<file path="src/rtl/dds_pkg.sv">
// Shared defaults, quadrant type and quarter-wave table generator for the multichannel NCO.
package dds_pkg;
  localparam int DEF_PW = 32;
  localparam int DEF_AW = 10;
  localparam int DEF_OW = 12;

  typedef enum logic [1:0] {Q0, Q1, Q2, Q3} quad_e;

  // Half-LSB phase offset keeps the table free of a zero entry and a mirrored duplicate.
  function automatic int qsin_val(input int k, input int aw, input int ow);
    real pk, ang;
    pk  = real'((1 << (ow - 1)) - 1);
    ang = 2.0 * 3.14159265358979323846 * (real'(k) + 0.5) / real'(1 << aw);
    return $rtoi(pk * $sin(ang) + 0.5);
  endfunction
endpackage

</file>
<file path="src/rtl/dds_nco_mc_if.sv">
// Control/write bus and tagged I/Q output bus of the multichannel NCO.
interface dds_nco_mc_if #(
  parameter int NCH = 4,
  parameter int PW  = 32,
  parameter int OW  = 12
);
  localparam int CW = $clog2(NCH);

  logic                 en;
  logic                 wr;
  logic                 wsel;
  logic [CW-1:0]        wch;
  logic [PW-1:0]        wdat;
  logic                 sync;
  logic signed [OW-1:0] dout_i;
  logic signed [OW-1:0] dout_q;
  logic [CW-1:0]        dout_ch;
  logic                 dout_vld;

  modport master (output en, wr, wsel, wch, wdat, sync,
                  input  dout_i, dout_q, dout_ch, dout_vld);
  modport slave  (input  en, wr, wsel, wch, wdat, sync,
                  output dout_i, dout_q, dout_ch, dout_vld);
endinterface

</file>
<file path="src/rtl/dds_qsin_rom.sv">
// Registered quarter-wave sine ROM, 2^(AW-2) x (OW-1) magnitudes, one read per clock.
module dds_qsin_rom #(
  parameter int AW = dds_pkg::DEF_AW,
  parameter int OW = dds_pkg::DEF_OW
) (
  input  logic          sclk,
  input  logic          rst,
  input  logic [AW-3:0] addr,
  output logic [OW-2:0] dat
);
  import dds_pkg::*;
  localparam int DEPTH = 1 << (AW - 2);

  logic [DEPTH-1:0][OW-2:0] tab;
  logic [OW-2:0]            dat_q, dat_d;

  for (genvar k = 0; k < DEPTH; k++) begin : g_tab
    localparam int VAL = qsin_val(k, AW, OW);
    assign tab[k] = VAL[OW-2:0];
  end

  assign dat_d = tab[addr];

  always_ff @(posedge sclk or posedge rst)
    if (rst) dat_q <= '0;
    else     dat_q <= dat_d;

  assign dat = dat_q;
endmodule

</file>
<file path="src/rtl/dds_nco_mc.sv">
// Time-multiplexed NCH-channel quadrature NCO: phase stage, quarter-wave ROM stage, sign stage.
// Define DDS_DITHER_EN to add LFSR phase dither ahead of truncation.
module dds_nco_mc #(
  parameter int NCH = 4,
  parameter int PW  = dds_pkg::DEF_PW,
  parameter int AW  = dds_pkg::DEF_AW,
  parameter int OW  = dds_pkg::DEF_OW
) (
  input logic         sclk,
  input logic         rst,
  dds_nco_mc_if.slave bus
);
  import dds_pkg::*;
  localparam int CW     = $clog2(NCH);
  localparam int RAW    = AW - 2;
  localparam int STAGES = 3;

  logic [NCH-1:0][PW-1:0] acc_q, acc_d, frq_q, frq_d, poff_q, poff_d;
  logic [CW-1:0]          ch_q, ch_d;
  logic [PW-1:0]          phase, dith;
  logic [AW-1:0]          idx_q, idx_d;
  logic [STAGES-1:0]      vld_pipe_q, vld_pipe_d;
  logic [1:0][CW-1:0]     chp_q, chp_d;
  logic                   neg_s_q, neg_s_d, neg_c_q, neg_c_d;
  logic signed [OW-1:0]   dout_i_q, dout_i_d, dout_q_q, dout_q_d;
  logic [CW-1:0]          dout_ch_q, dout_ch_d;
  logic signed [OW-1:0]   mag_s, mag_c;
  logic [1:0][RAW-1:0]    rom_addr;
  logic [1:0][OW-2:0]     rom_dat;
  quad_e                  qs, qc;
  logic                   svc;

  assign svc = bus.en && !bus.sync;

`ifdef DDS_DITHER_EN
  localparam logic [31:0] LFSR_POLY = 32'h8020_0003;
  logic [31:0] lfsr_q, lfsr_d;

  always_comb begin
    lfsr_d = lfsr_q;
    if (svc) lfsr_d = lfsr_q[0] ? ((lfsr_q >> 1) ^ LFSR_POLY) : (lfsr_q >> 1);
  end

  always_ff @(posedge sclk or posedge rst)
    if (rst) lfsr_q <= 32'd1;
    else     lfsr_q <= lfsr_d;

  assign dith = PW'(lfsr_q[PW-AW-1:0]);
`else
  assign dith = '0;
`endif

  // Stage 0: phase uses the pre-update accumulator; writes land behind the service read.
  assign phase = acc_q[ch_q] + poff_q[ch_q] + dith;
  assign idx_d = AW'(phase >> (PW - AW));

  always_comb begin
    acc_d  = acc_q;
    frq_d  = frq_q;
    poff_d = poff_q;
    ch_d   = ch_q;
    if (bus.sync) begin
      acc_d = '0;
      ch_d  = '0;
    end else if (bus.en) begin
      acc_d[ch_q] = acc_q[ch_q] + frq_q[ch_q];
      ch_d        = (ch_q == CW'(NCH - 1)) ? '0 : ch_q + CW'(1);
    end
    if (bus.wr && (int'(bus.wch) < NCH)) begin
      if (bus.wsel) poff_d[bus.wch] = bus.wdat;
      else          frq_d[bus.wch]  = bus.wdat;
    end
  end

  // Stage 1: cosine leads sine by one quadrant; odd quadrants read the table backwards.
  assign qs = quad_e'(idx_q[AW-1 -: 2]);
  assign qc = quad_e'(idx_q[AW-1 -: 2] + 2'd1);
  assign rom_addr[0] = (qs == Q1 || qs == Q3) ? ~idx_q[RAW-1:0] : idx_q[RAW-1:0];
  assign rom_addr[1] = (qc == Q1 || qc == Q3) ? ~idx_q[RAW-1:0] : idx_q[RAW-1:0];

  for (genvar r = 0; r < 2; r++) begin : g_rom
    dds_qsin_rom #(.AW(AW), .OW(OW)) u_rom (
      .sclk (sclk),
      .rst  (rst),
      .addr (rom_addr[r]),
      .dat  (rom_dat[r])
    );
  end

  // Stage 2: restore sign for the lower half-circle.
  assign mag_s = {1'b0, rom_dat[0]};
  assign mag_c = {1'b0, rom_dat[1]};

  always_comb begin
    vld_pipe_d = {vld_pipe_q[STAGES-2:0], svc};
    chp_d      = {chp_q[0], ch_q};
    neg_s_d    = (qs == Q2) || (qs == Q3);
    neg_c_d    = (qc == Q2) || (qc == Q3);
    dout_i_d   = dout_i_q;
    dout_q_d   = dout_q_q;
    dout_ch_d  = dout_ch_q;
    if (vld_pipe_q[1]) begin
      dout_i_d  = neg_c_q ? -mag_c : mag_c;
      dout_q_d  = neg_s_q ? -mag_s : mag_s;
      dout_ch_d = chp_q[1];
    end
  end

  always_ff @(posedge sclk or posedge rst) begin
    if (rst) begin
      acc_q      <= '0;
      frq_q      <= '0;
      poff_q     <= '0;
      ch_q       <= '0;
      idx_q      <= '0;
      vld_pipe_q <= '0;
      chp_q      <= '0;
      neg_s_q    <= 1'b0;
      neg_c_q    <= 1'b0;
      dout_i_q   <= '0;
      dout_q_q   <= '0;
      dout_ch_q  <= '0;
    end else begin
      acc_q      <= acc_d;
      frq_q      <= frq_d;
      poff_q     <= poff_d;
      ch_q       <= ch_d;
      idx_q      <= idx_d;
      vld_pipe_q <= vld_pipe_d;
      chp_q      <= chp_d;
      neg_s_q    <= neg_s_d;
      neg_c_q    <= neg_c_d;
      dout_i_q   <= dout_i_d;
      dout_q_q   <= dout_q_d;
      dout_ch_q  <= dout_ch_d;
    end
  end

  assign bus.dout_i   = dout_i_q;
  assign bus.dout_q   = dout_q_q;
  assign bus.dout_ch  = dout_ch_q;
  assign bus.dout_vld = vld_pipe_q[STAGES-1];
endmodule

</file>
<file path="src/flat_wrapper.sv">
// flat-port wrapper written by rule: the top's interface ports become plain ports
module dds_nco_mc_flat import dds_pkg::*;
#(
  parameter int NCH = 4,
  parameter int PW  = dds_pkg::DEF_PW,
  parameter int AW  = dds_pkg::DEF_AW,
  parameter int OW  = dds_pkg::DEF_OW
)
  (sclk, rst, bus_en, bus_wr, bus_wsel, bus_wch, bus_wdat, bus_sync, bus_dout_i, bus_dout_q, bus_dout_ch, bus_dout_vld);
  dds_nco_mc_if #(.NCH(NCH), .PW(PW), .OW(OW)) bus_i ();
  input logic sclk;
  input logic rst;
  input wire logic [$bits(bus_i.en)-1:0] bus_en;
  input wire logic [$bits(bus_i.wr)-1:0] bus_wr;
  input wire logic [$bits(bus_i.wsel)-1:0] bus_wsel;
  input wire logic [$bits(bus_i.wch)-1:0] bus_wch;
  input wire logic [$bits(bus_i.wdat)-1:0] bus_wdat;
  input wire logic [$bits(bus_i.sync)-1:0] bus_sync;
  output wire logic [$bits(bus_i.dout_i)-1:0] bus_dout_i;
  output wire logic [$bits(bus_i.dout_q)-1:0] bus_dout_q;
  output wire logic [$bits(bus_i.dout_ch)-1:0] bus_dout_ch;
  output wire logic [$bits(bus_i.dout_vld)-1:0] bus_dout_vld;
  assign bus_i.en = bus_en;
  assign bus_i.wr = bus_wr;
  assign bus_i.wsel = bus_wsel;
  assign bus_i.wch = bus_wch;
  assign bus_i.wdat = bus_wdat;
  assign bus_i.sync = bus_sync;
  assign bus_dout_i = bus_i.dout_i;
  assign bus_dout_q = bus_i.dout_q;
  assign bus_dout_ch = bus_i.dout_ch;
  assign bus_dout_vld = bus_i.dout_vld;
  dds_nco_mc #(.NCH(NCH), .PW(PW), .AW(AW), .OW(OW)) u_core (.sclk(sclk), .rst(rst), .bus(bus_i));
endmodule
</file>
<file path="config.mk">
export PLATFORM = sky130hd
export DESIGN_NAME = dds_nco_mc_flat
export DESIGN_NICKNAME = d
export VERILOG_FILES = /design/src/rtl/dds_pkg.sv /design/src/rtl/dds_nco_mc_if.sv /design/src/rtl/dds_qsin_rom.sv /design/src/rtl/dds_nco_mc.sv /design/src/flat_wrapper.sv
export SDC_FILE = /design/constraint.sdc
export NUM_CORES = 1
export LEC_CHECK = 0
export BUFFER_PORTS_ARGS = -buffer_cell sky130_fd_sc_hd__buf_2
export CAP_MARGIN = 20
export CORE_MARGIN = 2
export CORE_UTILIZATION = 45
export DETAILED_ROUTE_END_ITERATION = 12
export MAX_ROUTING_LAYER = met4
export PLACE_DENSITY_LB_ADDON = 0.1
export REMOVE_ABC_BUFFERS = 1
export SLEW_MARGIN = 20
export SYNTH_ARGS = -nofsm -noshare
export SYNTH_HDL_FRONTEND = slang
export SYNTH_HIERARCHICAL = 1
export SYNTH_SLANG_ARGS = --single-unit
</file>
<file path="constraint.sdc">
create_clock -name sclk -period 28.5 [get_ports sclk]
set_clock_uncertainty 0.1 [all_clocks]
set_input_delay 2.85 -clock sclk [delete_from_list [all_inputs] [get_ports sclk]]
set_output_delay 2.85 -clock sclk [all_outputs]
set_load 0.03 [all_outputs]
</file>
### After elaboration in Yosys (flattened, before gate mapping)

Memories as Yosys holds them, arrays and structs flattened. A register that Yosys moved wholly into a read port is not among the register bits.
Cells that the tools add are included.
W data, S select, Z words.

* output and inout port bits: 27
* register bits after elaboration: 431
* RAM bits: 0
* bits of input ports: 40
* logic and storage cells: 76
* bits in read-only memories: 5632
* memories: 2
* bits in latches: 0

* mux-type cells: 22
* reduce and logical (&&, ||, !) cells: 11
* divide/modulo/power cells: 0
* shift-type cells: 0
* $add $sub $neg: 6
* bitwise logic cells: 2
* magnitude comparators: 4
* equality and inequality tests: 7
* $mul: 0

Memory list
* (no name shown): depth 256, width 11, read ports 1, clocked after memory_dff 1, wr ports 0, line dds_qsin_rom.sv:22 `assign dat_d = tab[addr];`
* (no name shown): depth 256, width 11, read ports 1, clocked after memory_dff 1, wr ports 0, line dds_qsin_rom.sv:22

Operators with widths (count)
* $bwmux W128: 3
* $mux W128: 2
* $bmux W32 S2: 3
* $mux W32: 5
* $demux W32 S2: 2
* $add A32 B32 Y32: 2
* $mux W12: 2
* $neg A11 Y12: 2
* $mux W8: 2
* $eq A2 B2 Y1 const B: 5
* $not A8 Y8: 1
* $lt A2 B3 Y1 const B: 2
* $mux W2: 3
* $add A2 B1 Y2 const B: 2
* $eq A2 B1 Y1 const B: 2
* $ge A2 B1 Y1 const B: 2
* $logic_or A1 B1 Y1: 4
* $reduce_and A2 Y1: 2
* $logic_and A1 B1 Y1: 3
* $reduce_bool A2 Y1: 1
* $logic_not A1 Y1: 1
* $not A1 Y1: 1

### Logic depth before layout (Yosys ltp)

* word-level depth: 7
* gate-level depth with buffers: 15
* mapped depth without buffers: 11

### By module

The synthesis kept the hierarchy.

By module, submodules not included
* dds_nco_mc: sequential area each 10785.3 um2, times used 1, cells each 1648, area an instance 21531.9 um2
* dds_qsin_rom: sequential area each 275.3 um2, times used 2, cells each 487, area an instance 3296.9 um2

### Worst setup path before layout

OpenSTA, ideal clock, no wires.

* kind: input to register
* start: input port bus_wr
* end: register u_core/frq_q[64] (netlist name)
* arrival time: 4.286 ns
* cell stages on the path: 5
* path buffers: 2
* data required time: 28.275 ns
* path slack: 23.989 ns
* setup time: 0.125 ns
* path through: clkbuf_1 > nand2b_1 > nor3b_1 > clkbuf_1 > mux2_2

* longest elaborated chain between the ends: 1

Ends and longest elaborated chain
* from (decl): line flat_wrapper.sv:14 `input wire logic [$bits(bus_i.wr)-1:0] bus_wr;`
* $reduce_and A2 Y1 (no source line)
* to (signal assigned): line dds_nco_mc.sv:125 `frq_q <= frq_d;`
* to (decl): line dds_nco_mc.sv:18 `logic [NCH-1:0][PW-1:0] acc_q, acc_d, frq_q, frq_d, poff_q, poff_d;`

Every way passes these cells.
A chain may end at the register's enable or synchronous reset.

### Final worst setup path

* start: register u_core.ch_q[0]
* end: register u_core.idx_q[6]

* longest elaborated chain between the ends: 3
* elaborated cells on any way between the ends: 5
* classes of those cells: add/sub (1); mux (4)

Ends and longest elaborated chain
* from (decl): line dds_nco_mc.sv:19 `logic [CW-1:0] ch_q, ch_d;`
* from (signal assigned): line dds_nco_mc.sv:127 `ch_q <= ch_d;`
* $bmux W32 S2: line dds_nco_mc.sv:54 `assign phase = acc_q[ch_q] + poff_q[ch_q] + dith;`
* $mux W32 (implied by the code): line dds_nco_mc.sv:54
* $add A32 B32 Y32 (*): line dds_nco_mc.sv:54
* named net u_core.phase[28]: line dds_nco_mc.sv:20 `logic [PW-1:0] phase, dith;`
* to (signal assigned): line dds_nco_mc.sv:128 `idx_q <= idx_d;`
* to (decl): line dds_nco_mc.sv:21 `logic [AW-1:0] idx_q, idx_d;`

The timed path passes the listed nets; every way through them passes the cells marked *. The select of a mux whose other input is x is not followed.

==> results.md <==
- Postcts setup bufs: 0
- R2r setup slk: 23470 ps
- Hold Crit Depth: 0
- Count of pins over their slew limit: 0
- DR DRC count: 0
- Total Wirelength: approximately 80000 um
- DR pass1 iterations: 6
- Register area share after synthesis: roughly two fifths
- Hold Slack: between 200 and 250 ps
- Unrepaired setup endpoints after global routing: no
- Syn Area/Cell: 10.7 sq um
- # rows: between 90 and 100
- Post-synth EDFFs: 0
- Root Buffer: clkbuf_16
- Num CTS Buffers: 50
- Max Cap Viol: 0
- Initial Utilization: a little under half
- Die X: between 200 and 300 um
- Gr usage total: 26.6%
- Inst Count DP: roughly 3400
- Syn Std Cell Area: roughly 0.028 sq mm
- Path depth of the worst reg2reg path: 10
- Post-route ant nets: 0
- CP required: roughly 29000 ps
- First-pass GRT wire length: between 100000 and 150000 um
- Post-route setup TNS: 0 ps
- CTS H-tree depth: 2
- Post-cts resize count: 0
- Cell variety after synth: 86
- Remaining Overflow, GRT: 0
- Layout cells sized above 1: a little under a quarter
- Fraction of registers with async set/reset: 100%
- Layout area overhead: 9.55%
- Period minus WS final: ~5000 ps
- DP HPWL: about 54000 um
- #FFs+latches synth: 453
- Crit Path Category: reg2reg
- Largest net degree at the start of global routing: between 150 and 200
- Worst-Margin Slew: between 1000 and 1500 ps
- # hold bufs at CTS: 0
- Setup ws final: between 20000 and 25000 ps
- Vias in the first global route: approximately 22000
- Crit share post-route: 17.6%
- Post-synthesis cell count: ~2600
- Die Footprint: between 0.06 and 0.07 sq mm
- Hold Path Origin: u_core/chp_d[3]
- Critical Path AT: about 5400 ps
- Post-route insts no fill: 3445
- Main synth FF type: dfrtp_1
- Pre-CTS setup slack: between 20000 and 25000 ps
- Via density: ~6.4
- CP Capture Type: flip-flop
- Worst Hold Path EP: u_core/chp_q[3]
- Routability cong.: ~0.96
- Fmax: a little under 200 MHz
- Final Hold Fails: 0
- Area share of the largest cell type after synthesis: 40.3%
- Initial antenna violation count: 1
- Worst hold path class: reg2reg
- Nets: roughly 2700
- Critical Path Start Type: flip-flop
- Max_slew headroom: approximately 29%
- Post-DR wirelength/cell: 23.9 um
- Worst skew pair latency: between 600 and 700 ps
- Clk pin slew, worst setup/hold paths: 60 ps
- Routed vias: between 20000 and 25000
- Area contributors post-synth: dfrtp_1, mux2_2, mux4_2
- CTS max path bufs: 3
- YS warnings: 6
- Reg2Reg Capture Point: u_core/idx_q[6]
- Leading area contributor after synthesis: dfrtp_1
- Status: completed
- I/O pin total: 67
- Initial DRC Count: ~2000
- Die Ht: about 250 um
- CTS tree: yes
- Clk sinks: approximately 450
- Worst-path fanout max: 34
- Critical R2R Launch: u_core/ch_q[0]
- IO buf count: 66
- Core Box Area: slightly above 0.06 sq mm
- # setup viols final: 0
[final cells by class]
type / count / area, sq um
antenna: 1 / 2.50
fill: 5649 / 30900
inverter: 53 / 206
clock buffer: 70 / 1450
sequential: 453 / 11300
multi-input combinational: 1900 / 15900
tap: 837 / 1050
timing repair buffer: 114 / 707
clock inverter: 17 / 204
[logic make-up after synthesis]
family                   synth area share (%)
AO/OA/AOI/OAI                            18.2
XOR/XNOR                                 2.52
adder cells (fa/ha/maj)                  4.48
buffers and inverters                    3.96
flip-flops                               40.3
multiplexers                             19.9
AND/OR/NAND/NOR                          10.6
[cell usage after synthesis, types with 11 or more instances]
cell type and n:
a211oi_1 26, a21o_1 24, a21oi_1 148, a221o_1 19
a221oi_1 21, a22o_1 84, a311oi_1 11, a31oi_1 30
and2_1 15, buf_1 12, buf_2 59, clkbuf_1 140
dfrtp_1 453, ha_1 99, inv_1 43, mux2_2 266
mux2i_1 17, mux4_2 105, nand2_1 174, nand2b_1 50
nand3_1 35, nand4_1 18, nor2_1 134, nor2b_1 55
nor3_1 33, o211ai_1 28, o21a_1 16, o21ai_0 118
o21ai_1 26, o221ai_1 15, o22ai_1 12, o311ai_0 14
o31ai_1 13, or3_1 15, xnor2_1 48, xor2_1 33
[cells in the final DEF, fill, tap and decap left out, drive strengths merged, types with 16 or more instances in the layout]
cell type and instances:
dfrtp 453, mux2 272, nand2 174, a21oi 149
o21ai 144, nor2 136, buf 114, mux4 105
ha 99, a22o 84, clkbuf 70, nor2b 55
inv 55, nand2b 50, xnor2 48, nand3 35
xor2 33, nor3 33, a31oi 30, o211ai 28
a211oi 28, a21o 25, a221oi 21, a221o 19
nand4 18, mux2i 17, o21a 16, or3 16
o311ai 16
[worst max-delay path, stage by stage, from the launching register on]
cell	delay, ps
dfrtp_4	860
buf_4	690
mux4_2	610
ha_1	340
a21oi_1	180
a21boi_0	110
or4_1	490
o21ai_0	700
o31ai_1	240
a311o_1	380
xor2_1	140
[layer usage]
| metal | vias up | routed length, um | GRT usage, % |
|---|---|---|---|
| met5 | - | 0 | - |
| met4 | 0 | 2130 | 7.82 |
| met3 | 163 | 4640 | 3.04 |
| met2 | 826 | 39900 | 42.9 |
| met1 | 11200 | 35600 | 35.4 |
| li1 | 9806 | - | - |
[per-stage QoR]
step / utilization (%) / area, sq um
2_1_floorplan: - / 27200
3_3_place_gp: 47.2 / 29200
3_5_place_dp: 47.2 / 29200
4_1_cts: 49.9 / 30800
5_1_grt: 49.9 / 30800
6_report: 49.9 / 30800
[flip-flops by register name, summed over array words and instances, names as in the netlist, 3 cells and up]
name and flops:
u_core/frq_q 128, u_core/idx_q 10, u_core/acc_q 128, u_core/vld_pipe_q 3
u_core/bus.dout_q 12, u_core/poff_q 128, u_core/g_rom.u_rom/dat 22, u_core/bus.dout_i 12
[worst max path at each step]
stage	from	endpoint	cells after the start
6_report	u_core/ch_q[0]	u_core/idx_q[6]	10
5_1_grt	u_core/ch_q[0]	u_core/idx_q[6]	10
4_1_cts	u_core/ch_q[0]	u_core/idx_q[6]	10
3_5_place_dp	bus_en	u_core/acc_q[63]	7
3_3_place_gp	bus_en	u_core/acc_q[63]	7
2_1_floorplan	rst	u_core/acc_q[0]	1
Power is left out: the tool's default activity adds up to more than one toggle a clock period on the data nets, which glitch-free logic cannot reach.
